$ cat src/rtl/wb_pkg.sv
// Shared types and constants for the writeback arbiter slice.
// Pure declarations: no logic, no latency.
// No flow control lives here.
package wb_pkg;
    localparam int XLEN = 32;
    localparam logic [4:0] REG_ZERO = 5'd0;

    typedef struct packed {
        logic [4:0]      rd;
        logic [XLEN-1:0] data;
    } wb_entry_t;
endpackage

$ cat src/rtl/writeback_arbiter_if.sv
// Bundle of producer-side and register-file-side signals around the writeback arbiter.
// Wiring only, zero latency; lsu_valid/lsu_ready handshake and stall_req carry the backpressure.
// WB_BYPASS_EN adds the byp_raddr/byp_hit/byp_data forwarding lookup.
interface writeback_arbiter_if #(
    parameter int QDEPTH = 4
);
    import wb_pkg::*;

    logic                        alu_valid;
    logic [4:0]                  alu_rd;
    logic [XLEN-1:0]             alu_data;
    logic                        lsu_valid;
    logic                        lsu_ready;
    logic [4:0]                  lsu_rd;
    logic [XLEN-1:0]             lsu_data;
    logic                        stall_req;
    logic [$clog2(QDEPTH+1)-1:0] q_count;
    logic                        rf_wen;
    logic [4:0]                  rf_waddr;
    logic [XLEN-1:0]             rf_wdata;
`ifdef WB_BYPASS_EN
    logic [4:0]                  byp_raddr;
    logic                        byp_hit;
    logic [XLEN-1:0]             byp_data;
`endif

    modport master (
        output alu_valid, alu_rd, alu_data, lsu_valid, lsu_rd, lsu_data,
        input  lsu_ready, stall_req, q_count, rf_wen, rf_waddr, rf_wdata
`ifdef WB_BYPASS_EN
        , output byp_raddr, input byp_hit, byp_data
`endif
    );

    modport slave (
        input  alu_valid, alu_rd, alu_data, lsu_valid, lsu_rd, lsu_data,
        output lsu_ready, stall_req, q_count, rf_wen, rf_waddr, rf_wdata
`ifdef WB_BYPASS_EN
        , input byp_raddr, output byp_hit, byp_data
`endif
    );
endinterface

$ cat src/rtl/wb_fifo.sv
// Synchronous FIFO of wb_entry_t with wrap-around pointers and an occupancy count.
// Head is combinational from state; push/pop take effect at the next edge.
// Push is ignored when full and pop when empty; WB_BYPASS_EN exposes entries oldest-first.
module wb_fifo
    import wb_pkg::*;
#(
    parameter int DEPTH = 4
) (
    input  logic                       clk,
    input  logic                       rst,
    input  logic                       push,
    input  wb_entry_t                  push_dat,
    input  logic                       pop,
    output wb_entry_t                  head_dat,
    output logic [$clog2(DEPTH+1)-1:0] count
`ifdef WB_BYPASS_EN
    , output wb_entry_t                entries [DEPTH]
`endif
);
    localparam int PW = $clog2(DEPTH);
    localparam int CW = $clog2(DEPTH + 1);
    localparam logic [CW-1:0] FULL = CW'(DEPTH);

    wb_entry_t       mem [DEPTH];
    logic [PW-1:0]   wr_ptr, rd_ptr;
    logic            do_push, do_pop;

    assign do_push  = push && (count < FULL);
    assign do_pop   = pop && (count != '0);
    assign head_dat = mem[rd_ptr];

    always_ff @(posedge clk) begin
        if (rst) begin
            wr_ptr <= '0;
            rd_ptr <= '0;
            count  <= '0;
        end else begin
            if (do_push) wr_ptr <= wr_ptr + PW'(1);
            if (do_pop)  rd_ptr <= rd_ptr + PW'(1);
            case ({do_push, do_pop})
                2'b10:   count <= count + CW'(1);
                2'b01:   count <= count - CW'(1);
                default: count <= count;
            endcase
        end
    end

    // Storage carries no reset; validity is tracked solely by count.
    always_ff @(posedge clk) begin
        if (do_push) mem[wr_ptr] <= push_dat;
    end

`ifdef WB_BYPASS_EN
    always_comb begin
        for (int i = 0; i < DEPTH; i++) begin
            entries[i] = mem[rd_ptr + PW'(i)];
        end
    end
`endif
endmodule

$ cat src/rtl/writeback_arbiter.sv
// Merges the ALU pipe and buffered LSU results onto the single register-file write port (WB_BYPASS_EN: forwarding lookup).
// One cycle: winner chosen in cycle N drives rf_* in cycle N+1.
// ALU never stalls; LSU backpressured via lsu_ready (FIFO full); stall_req pulses after STARVE_LIMIT lost cycles.
module writeback_arbiter
    import wb_pkg::*;
#(
    parameter int QDEPTH       = 4,
    parameter int STARVE_LIMIT = 8
) (
    input logic                clk,
    input logic                rst,
    writeback_arbiter_if.slave wb
);
    localparam int CW = $clog2(QDEPTH + 1);
    localparam int SW = $clog2(STARVE_LIMIT + 1);
    localparam logic [CW-1:0] Q_FULL = CW'(QDEPTH);
    localparam logic [SW-1:0] S_MAX  = SW'(STARVE_LIMIT);

    logic [CW-1:0]   q_count;
    wb_entry_t       head, lsu_ent;
    logic            q_empty, lsu_ready, push, pop, stall_req;
    logic [SW-1:0]   starve_cnt;
    logic            rf_wen_q;
    logic [4:0]      rf_waddr_q;
    logic [XLEN-1:0] rf_wdata_q;
`ifdef WB_BYPASS_EN
    wb_entry_t       q_ent [QDEPTH];
    logic            byp_hit;
    logic [XLEN-1:0] byp_data;
`endif

    assign q_empty   = (q_count == '0);
    assign lsu_ready = (q_count < Q_FULL);
    // rd==0 results complete the handshake but are dropped before the queue.
    assign push      = wb.lsu_valid && lsu_ready && (wb.lsu_rd != REG_ZERO);
    assign pop       = !wb.alu_valid && !q_empty;
    assign lsu_ent   = '{rd: wb.lsu_rd, data: wb.lsu_data};
    assign stall_req = (starve_cnt == S_MAX);

    wb_fifo #(.DEPTH(QDEPTH)) u_fifo (
        .clk      (clk),
        .rst      (rst),
        .push     (push),
        .push_dat (lsu_ent),
        .pop      (pop),
        .head_dat (head),
        .count    (q_count)
`ifdef WB_BYPASS_EN
        , .entries (q_ent)
`endif
    );

    always_ff @(posedge clk) begin
        if (rst) begin
            rf_wen_q   <= 1'b0;
            rf_waddr_q <= '0;
            rf_wdata_q <= '0;
        end else if (wb.alu_valid) begin
            rf_wen_q   <= (wb.alu_rd != REG_ZERO);
            rf_waddr_q <= wb.alu_rd;
            rf_wdata_q <= wb.alu_data;
        end else if (!q_empty) begin
            rf_wen_q   <= 1'b1;
            rf_waddr_q <= head.rd;
            rf_wdata_q <= head.data;
        end else begin
            rf_wen_q   <= 1'b0;
            rf_waddr_q <= '0;
            rf_wdata_q <= '0;
        end
    end

    always_ff @(posedge clk) begin
        if (rst || q_empty || pop) begin
            starve_cnt <= '0;
        end else if (starve_cnt != S_MAX) begin
            starve_cnt <= starve_cnt + SW'(1);
        end
    end

`ifdef WB_BYPASS_EN
    // Scan oldest to youngest so the youngest match wins; the output register overrides all.
    always_comb begin
        byp_hit  = 1'b0;
        byp_data = '0;
        if (wb.byp_raddr != REG_ZERO) begin
            for (int i = 0; i < QDEPTH; i++) begin
                if ((CW'(i) < q_count) && (q_ent[i].rd == wb.byp_raddr)) begin
                    byp_hit  = 1'b1;
                    byp_data = q_ent[i].data;
                end
            end
            if (rf_wen_q && (rf_waddr_q == wb.byp_raddr)) begin
                byp_hit  = 1'b1;
                byp_data = rf_wdata_q;
            end
        end
    end

    assign wb.byp_hit  = byp_hit;
    assign wb.byp_data = byp_data;
`endif

    assign wb.lsu_ready = lsu_ready;
    assign wb.stall_req = stall_req;
    assign wb.q_count   = q_count;
    assign wb.rf_wen    = rf_wen_q;
    assign wb.rf_waddr  = rf_waddr_q;
    assign wb.rf_wdata  = rf_wdata_q;

    a_no_alu_during_stall: assert property (
        @(posedge clk) disable iff (rst) !(stall_req && wb.alu_valid)
    );
endmodule

$ cat src/flat_wrapper.sv
// flat-port wrapper written by rule: the top's interface ports become plain ports
module writeback_arbiter_flat import wb_pkg::*;
#(
    parameter int QDEPTH       = 4,
    parameter int STARVE_LIMIT = 8
)
  (clk, rst, wb_alu_valid, wb_alu_rd, wb_alu_data, wb_lsu_valid, wb_lsu_rd, wb_lsu_data, wb_lsu_ready, wb_stall_req, wb_q_count, wb_rf_wen, wb_rf_waddr, wb_rf_wdata);
  writeback_arbiter_if #(.QDEPTH(QDEPTH)) wb_i ();
  input logic clk;
  input logic rst;
  input wire logic [$bits(wb_i.alu_valid)-1:0] wb_alu_valid;
  input wire logic [$bits(wb_i.alu_rd)-1:0] wb_alu_rd;
  input wire logic [$bits(wb_i.alu_data)-1:0] wb_alu_data;
  input wire logic [$bits(wb_i.lsu_valid)-1:0] wb_lsu_valid;
  input wire logic [$bits(wb_i.lsu_rd)-1:0] wb_lsu_rd;
  input wire logic [$bits(wb_i.lsu_data)-1:0] wb_lsu_data;
  output wire logic [$bits(wb_i.lsu_ready)-1:0] wb_lsu_ready;
  output wire logic [$bits(wb_i.stall_req)-1:0] wb_stall_req;
  output wire logic [$bits(wb_i.q_count)-1:0] wb_q_count;
  output wire logic [$bits(wb_i.rf_wen)-1:0] wb_rf_wen;
  output wire logic [$bits(wb_i.rf_waddr)-1:0] wb_rf_waddr;
  output wire logic [$bits(wb_i.rf_wdata)-1:0] wb_rf_wdata;
  assign wb_i.alu_valid = wb_alu_valid;
  assign wb_i.alu_rd = wb_alu_rd;
  assign wb_i.alu_data = wb_alu_data;
  assign wb_i.lsu_valid = wb_lsu_valid;
  assign wb_i.lsu_rd = wb_lsu_rd;
  assign wb_i.lsu_data = wb_lsu_data;
  assign wb_lsu_ready = wb_i.lsu_ready;
  assign wb_stall_req = wb_i.stall_req;
  assign wb_q_count = wb_i.q_count;
  assign wb_rf_wen = wb_i.rf_wen;
  assign wb_rf_waddr = wb_i.rf_waddr;
  assign wb_rf_wdata = wb_i.rf_wdata;
  writeback_arbiter #(.QDEPTH(QDEPTH), .STARVE_LIMIT(STARVE_LIMIT)) u_core (.clk(clk), .rst(rst), .wb(wb_i));
endmodule
$ cat config.mk
export PLATFORM = sky130hd
export DESIGN_NAME = writeback_arbiter_flat
export DESIGN_NICKNAME = d
export VERILOG_FILES = /design/src/rtl/wb_pkg.sv /design/src/rtl/writeback_arbiter_if.sv /design/src/rtl/wb_fifo.sv /design/src/rtl/writeback_arbiter.sv /design/src/flat_wrapper.sv
export SDC_FILE = /design/constraint.sdc
export NUM_CORES = 1
export LEC_CHECK = 0
export BUFFER_PORTS_ARGS = -buffer_cell sky130_fd_sc_hd__buf_4
export CORE_AREA = 2 2 106 133
export DETAILED_ROUTE_END_ITERATION = 8
export DIE_AREA = 0 0 108 135
export GPL_TIMING_DRIVEN = 1
export PLACE_DENSITY = 0.78
export REMOVE_ABC_BUFFERS = 1
export SETUP_SLACK_MARGIN = 0.3
export SYNTH_ARGS = -nofsm -noshare
export SYNTH_HDL_FRONTEND = slang
export SYNTH_SLANG_ARGS = --single-unit
$ cat constraint.sdc
create_clock -name clk -period 2.85 [get_ports clk]
set_clock_uncertainty 0.15 [all_clocks]
set_input_delay 0.1425 -clock clk [delete_from_list [all_inputs] [get_ports clk]]
set_output_delay 0.1425 -clock clk [all_outputs]
set_load 0.05 [all_outputs]
== After elaboration in Yosys (flattened, before gate mapping) ==
Memories as Yosys holds them, arrays and structs flattened. A register that Yosys moved wholly into a read port is not among the register bits.
Index checks and enable logic that the tools add are counted.

* $add $sub $neg: 5
* Multipliers: 0
* Divide/modulo/power cells: 0
* Order comparisons: 1
* Equal/unequal tests: 4
* Shifts and indexed selects: 0
* Mux-type cells: 11
* Bitwise operators: 0
* Reductions and logical operators: 14

{| class="wikitable"
|+ Operator list
! kind !! count
|-
| $mux W32 || 2
|-
| $mux W5 || 2
|-
| $reduce_bool A5 Y1 || 2
|-
| $pmux W3 S2 || 1
|-
| $logic_and A1 B1 Y1 || 5
|-
| $add A2 B1 Y2 const B || 2
|-
| $add A4 B1 Y4 const B || 1
|-
| $eq A4 B4 Y1 const B || 1
|-
| $mux W1 || 4
|-
| $mux W2 || 2
|-
| $ne A4 B4 Y1 const B || 1
|-
| $add A3 B1 Y3 const B || 1
|-
| $logic_not A3 Y1 || 1
|-
| $lt A3 B3 Y1 const B || 1
|-
| $reduce_bool A3 Y1 || 1
|-
| $sub A3 B1 Y3 const B || 1
|-
| $eq A2 B1 Y1 const B || 1
|-
| $eq A2 B2 Y1 const B || 1
|-
| $logic_not A1 Y1 || 2
|-
| $logic_or A1 B1 Y1 || 2
|-
| $reduce_bool A2 Y1 || 1
|}

* Bits in registers: 49
* Bits in latches: 0
* Memory bits (writable): 148
* Memory bits (read-only): 0
* Output and inout port bits: 43
* Word-level logic and storage cells: 43
* Memories kept: 1

{| class="wikitable"
|+ Memories
! memory !! words !! bits a word !! read ports !! clocked after memory_dff !! write ports !! RTL line !! RTL
|-
| u_core.u_fifo.mem || 4 || 37 || 1 || 1 || 1 || wb_fifo.sv:24 || <nowiki>wb_entry_t mem [DEPTH];</nowiki>
|}

== Logic depth before layout (Yosys ltp) ==
* Depth after elaboration: 6
* Mapped depth: 9
* Mapped depth without buffers: 9

== Cells and area by module ==
From an unflattened synthesis, not the netlist that was laid out.

* Cell total of the unflattened synthesis: 354
* Area total of the unflattened synthesis: 7,253.2 sq um

{| class="wikitable"
|+ By module, submodules not included
! module !! times used !! cells an instance !! area an instance (sq um)
|-
| wb_fifo || 1 || 241 || 5,841.9
|-
| writeback_arbiter || 1 || 113 || 1,411.4
|}

== Least setup slack after synthesis ==
OpenSTA, ideal clock, no wires.

* Path kind: reg-to-reg
* Start: register u_core.u_fifo.count[2]
* End: register u_core.u_fifo.count[2]
* Library setup time: 0.070 ns
* Data arrival time: 2.509 ns
* Required time: 2.630 ns
* Path slack: 0.121 ns
* Cell stages (with the launch flop): 10
* Clock period less this slack: 2.729 ns
* Cell sequence: dfxtp_1 inv_1 o311a_4 inv_1 ha_1 inv_1 fa_1 xor2_1 or3_1 a21oi_1

* Cells in the longest elaborated chain, start to end: 6
* Elaborated cells on any way between the ends: 15
* Those cells by class: add/sub (2); order compare (1); eq/ne (2); mux (1); reduce/logical (9)

{| class="wikitable"
|+ Ends and longest elaborated chain
! element !! RTL line !! RTL
|-
| start: declaration || wb_fifo.sv:15 || <nowiki>output logic [$clog2(DEPTH+1)-1:0] count</nowiki>
|-
| start signal: assignment || wb_fifo.sv:41 || <nowiki>2'b10: count <= count + CW'(1);</nowiki>
|-
| start signal: assignment || wb_fifo.sv:42 || <nowiki>2'b01: count <= count - CW'(1);</nowiki>
|-
| start signal: assignment || wb_fifo.sv:43 || <nowiki>default: count <= count;</nowiki>
|-
| $lt A3 B3 Y1 * || writeback_arbiter.sv:33 || <nowiki>assign lsu_ready = (q_count < Q_FULL);</nowiki>
|-
| via wb_lsu_ready || flat_wrapper.sv:17 || <nowiki>output wire logic [$bits(wb_i.lsu_ready)-1:0] wb_lsu_ready;</nowiki>
|-
| $logic_and A1 B1 Y1 (2 in series) || writeback_arbiter.sv:35 || <nowiki>assign push = wb.lsu_valid && lsu_ready && (wb.lsu_rd != REG_ZERO);</nowiki>
|-
| $logic_and A1 B1 Y1 * || wb_fifo.sv:28 || <nowiki>assign do_push = push && (count < FULL);</nowiki>
|-
| $eq A2 B1 Y1 / $eq A2 B2 Y1 (equally long branches) || wb_fifo.sv:40 || <nowiki>case ({do_push, do_pop})</nowiki>
|-
| $pmux W3 S2 / $reduce_bool A2 Y1 (equally long branches) || n/a ||
|}

The timed path passes the listed nets; every way through them passes the cells marked *.
A chain may end at the register's enable or synchronous reset.

== Worst setup path in the final report ==
* Start: input port wb_lsu_rd[2]
* End: register u_core.u_fifo.count[2]

* Cells in the longest elaborated chain, start to end: 5
* Elaborated cells on any way between the ends: 7
* Those cells by class: eq/ne (2); mux (1); reduce/logical (4)

{| class="wikitable"
|+ Ends and longest elaborated chain
! element !! RTL line !! RTL
|-
| start: declaration || flat_wrapper.sv:15 || <nowiki>input wire logic [$bits(wb_i.lsu_rd)-1:0] wb_lsu_rd;</nowiki>
|-
| $reduce_bool A5 Y1 * || writeback_arbiter.sv:35 ||
|-
| $logic_and A1 B1 Y1 * || writeback_arbiter.sv:35 ||
|-
| $logic_and A1 B1 Y1 * || wb_fifo.sv:28 ||
|-
| $eq A2 B1 Y1 / $eq A2 B2 Y1 (equally long branches) || wb_fifo.sv:40 ||
|-
| $pmux W3 S2 / $reduce_bool A2 Y1 (equally long branches) || n/a ||
|}

Mark *: on every way between the ends. The rest lies on a longest branch, timed or not.

==> results.txt <==
----------------------------------------------------
[Outcome]
  Run status ... finished clean

[Clock tree]
  Latest clock arrival within the worst-skew pair ... 420 ps
  CTS tree ... yes
  CTS HTree Levels ... 4
  Clock slew at the register clock pins of the worst setup and hold paths ... 60 ps
  Number of resized instances in the post-cts repair step ... 0
  Largest buffer count on any clock path ... 2
  Clock buffer count from CTS ... 17
  Root buffer cell ... clkbuf_16
  Clock net sink count ... 199

[Place]
  Count of input and output buffers ... 120
  Area after detailed placement ... 8280 um2
  Final HPWL DP ... 8380 um
  Routability-driven placement congestion ratio ... 0.695
  Placed insts ... 635

[Min path]
  Path class of the lowest-slack min-delay path ... in -> reg
  Hold Path Sink ... u_core.u_fifo.wr_ptr[1]$_SDFFE_PP0P_
  Hold Startpoint ... wb_lsu_rd[3]
  Count of cells along the worst hold path ... 4

[Cells and area]
  Count of non-filler cells in the finished layout ... 746
  Fraction of layout instances using a drive strength above 1 ... 0.356
  Fill cell count ... 794
  Non-Filler Cell Area, Final ... 9600 um2
  Net count, final ... 646
  Synth-to-Final Area Change ... 33.4%

[Power]
  Net Sw Frac ... 0.291
  Power density over the cells ... 805 nW/um2
  Post-route total power ... 7.73 mW
  Switching power of the nets ... 2.25 mW
  Total internal power ... 5.48 mW
  LEAKAGE ... 3.52 nW
  Comb pwr share ... 0.240
  Peak supply drop ... 0.531 mV
  Clock share of power ... 0.284
  Relative contribution of sequential cells to total power ... 0.475

[Die]
  Vertical extent of the die ... 135 um
  Number of placement rows ... 47
  I/O pin count ... 121
  Area of the die ... 14600 um2
  Die W ... 108 um
  Core footprint ... 13200 um2
  Initial core utilization ... 0.544

[Worst setup path]
  Critical path data arrival time ... 2510 ps
  Setup crit end kind ... flop
  Class of the most critical setup path ... in -> reg
  Minimum setup slack among reg-to-reg paths ... 550 ps
  CP Launch Type ... input port
  Length in cells of the worst reg-to-reg path ... 9
  Critical path peak fanout ... 7
  Worst Path Required ... 3050 ps
  Capture point of the worst reg-to-reg path ... u_core.u_fifo.count[2]$_SDFFE_PP0P_
  Beginning of the worst register-to-register path ... u_core.u_fifo.count[2]$_SDFFE_PP0P_

[Yosys]
  Primary FF master, synth ... edfxtp_1
  Ys Warns ... 0
  Seq/Total Area, Yosys ... 0.759
  Simple-gate share of the synthesized area ... 0.0235
  Synth cell types ... 31
  Post-Synthesis Mean Instance Area ... 20.3 um2
  Xor and xnor area share after synthesis ... 0.00608
  Ys async rst share ... 0
  Mux contribution to synthesized area ... 0.121
  Synthesized-area fraction occupied by ao, oa, aoi and oai cells ... 0.0553
  Seq cells post-synth ... 199
  Number of instances in the synthesized netlist ... 355
  Arithmetic-cell share of the synthesized area counting full adders, half adders and majority gates ... 0.0149
  Total standard cell area after synthesis ... 7200 um2
  Largest family of logic cells by synthesized area ... multiplexers
  Number of enable-type register cells in the synthesized netlist ... 148

[Timing]
  Final Max Slew Viols ... 0
  Final-report setup violation count ... 0
  Final critical path time including I/O delays and setup ... 2310 ps
  Remaining max-slew budget at the tightest pin ... 0.293
  Actual transition at the worst max-transition pin ... 1060 ps
  Sum of negative setup slack ... 0 ps
  Highest achievable clock rate ... 0.432 GHz
  Final hold violation count ... 0
  Unrepaired setup endpoints after global routing ... false
  Post-route clock period utilization ... 0.812

[Global route]
  Pin count of the biggest net entering global routing ... 38
  Tot GR Track Use ... 0.209
  Vias in the first global route ... 4346
  Global-route wire length before repair ... 22400 um
  Remaining global-route overflow ... 0
  Antenna violations before repair ... 2

[Routing]
  Detailed-route via count ... 4027
  Drt initial violations ... 177
  Post-detailed-route DRC marker count ... 0
  Mean number of vias per cell ... 5.40
  Number of routed nets with antenna violations ... 0
  Routed len/inst ... 19.5 um
  Final WL ... 14500 um
  First drt pass iteration count ... 4

[Run]
  Max cap viols ... 0

----------------------------------------------------
-- Yosys cell counts, types with 2 or more instances --
cell type    n  area, um2
nand2b_1     3       18.8
buf_2        8       40.0
xnor2_1      2       17.5
ha_1         7       87.6
clkbuf_1     3       11.3
a21oi_1      6       30.0
or4_1        2       15.0
and2_2       4       30.0
buf_6        4       45.0
a22o_1      37        324
mux4_2      37        833
dfxtp_1     51       1020
inv_1       12       45.0
mux2i_1      2       20.0
nor2_1       8       30.0
or3_1        3       18.8
edfxtp_1   148       4440
xor2_1       3       26.3
o21ai_0      3       15.0
-- metal layers --
layer	vias up	part of all wire	track usage
li1	1839	-	-
met1	2039	0.40	0.250
met2	131	0.54	0.365
met3	18	0.046	0.0439
met4	0	0.020	0.0869
met5	-	0	0
-- sequential cells by signal, indices dropped and copies added (netlist names), named ones only --
name	count
u_core.starve_cnt	4
u_core.u_fifo.count	3
u_core.u_fifo.mem	148
u_core.u_fifo.rd_ptr	2
u_core.u_fifo.wr_ptr	2
u_core.wb.rf_waddr	5
u_core.wb.rf_wdata	32
u_core.wb.rf_wen	1
-- stage by stage --
step	hold WS (ps)	worst slack (ps)	utilization
after detailed placement	197	349	0.626
after global placement	191	373	0.626
final	99.7	536	0.726
after global routing	102	381	0.726
after floorplan	61.6	68.8	-
after CTS	89.0	553	0.725
-- logic make-up after synthesis --
logic type                 after synthesis
DFF                                    199
muxes                                   40
adders and majority gates                8
AOI/OAI and AO/OA                       48
buffers and inverters                   28
and+or+nand+nor                         27
xor gates and xnor gates                 5
-- power groups by stage --
stage	registers [mW]	clock network, mW	logic, mW
finish	3.68	2.20	1.86
global route	3.71	2.35	1.99
CTS	3.68	2.22	1.88
detailed placement	3.74	0	1.79
global placement	3.72	0	1.75
floorplan	4.14	0	0.778
-- cells in the final DEF, fill, tap and decap left out, types with 2 or more instances in the layout --
| cell | n |
|---|---|
| o21ai_0 | 3 |
| diode_2 | 2 |
| or3_1 | 3 |
| xor2_1 | 3 |
| nor2_1 | 8 |
| edfxtp_1 | 148 |
| inv_6 | 2 |
| buf_4 | 123 |
| clkbuf_16 | 17 |
| clkinv_2 | 3 |
| dfxtp_1 | 49 |
| buf_12 | 2 |
| mux2i_1 | 2 |
| xnor2_1 | 2 |
| ha_1 | 7 |
| or4_1 | 2 |
| clkbuf_1 | 2 |
| inv_8 | 2 |
| dfxtp_2 | 2 |
| clkinv_4 | 3 |
| dlygate4sd3_1 | 77 |
| and2_2 | 4 |
| mux4_2 | 37 |
| nand2b_1 | 3 |
| a21oi_1 | 6 |
| inv_1 | 12 |
| a22o_1 | 37 |
-- repair_timing --
action	CTS	global route
endpoints found under the hold margin	194	0
setup buffers	0	0
hold buffers	77	0
-- worst max-delay path by stage --
stage                                                      to                                 from  slack (ps)
final                     u_core.u_fifo.count[2]$_SDFFE_PP0P_                         wb_lsu_rd[2]         540
after global routing      u_core.u_fifo.count[2]$_SDFFE_PP0P_  u_core.u_fifo.count[2]$_SDFFE_PP0P_         380
after CTS                 u_core.u_fifo.count[2]$_SDFFE_PP0P_  u_core.u_fifo.count[2]$_SDFFE_PP0P_         550
after detailed placement  u_core.u_fifo.count[2]$_SDFFE_PP0P_                         wb_lsu_rd[1]         350
after global placement    u_core.u_fifo.count[2]$_SDFFE_PP0P_                         wb_lsu_rd[1]         370
after floorplan             u_core.wb.rf_wdata[10]$_SDFF_PP0_                                 flop          70
-- final cells by class --
| cell class | instances | area, um2 | share of cell area |
|---|---|---|---|
| sequential | 199 | 5470 | 0.569 |
| clock inverter | 12 | 95.1 | 0.00990 |
| timing repair buffer | 202 | 1730 | 0.181 |
| tap | 171 | 214 | 0.0223 |
| clock buffer | 20 | 447 | 0.0465 |
| antenna | 2 | 5.00 | 0.000521 |
| multi-input combinational | 128 | 1590 | 0.166 |
| inverter | 12 | 45.0 | 0.00469 |
-- worst max-delay path, cell delays in order --
cell           delay (ps)
dlygate4sd3_1         540
buf_4                 160
o311a_4               410
inv_1                  70
ha_1                  170
inv_1                  60
fa_1                  370
xor2_1                150
or3_1                 300
a21oi_1               130
Power figures use the tool's default switching activity.
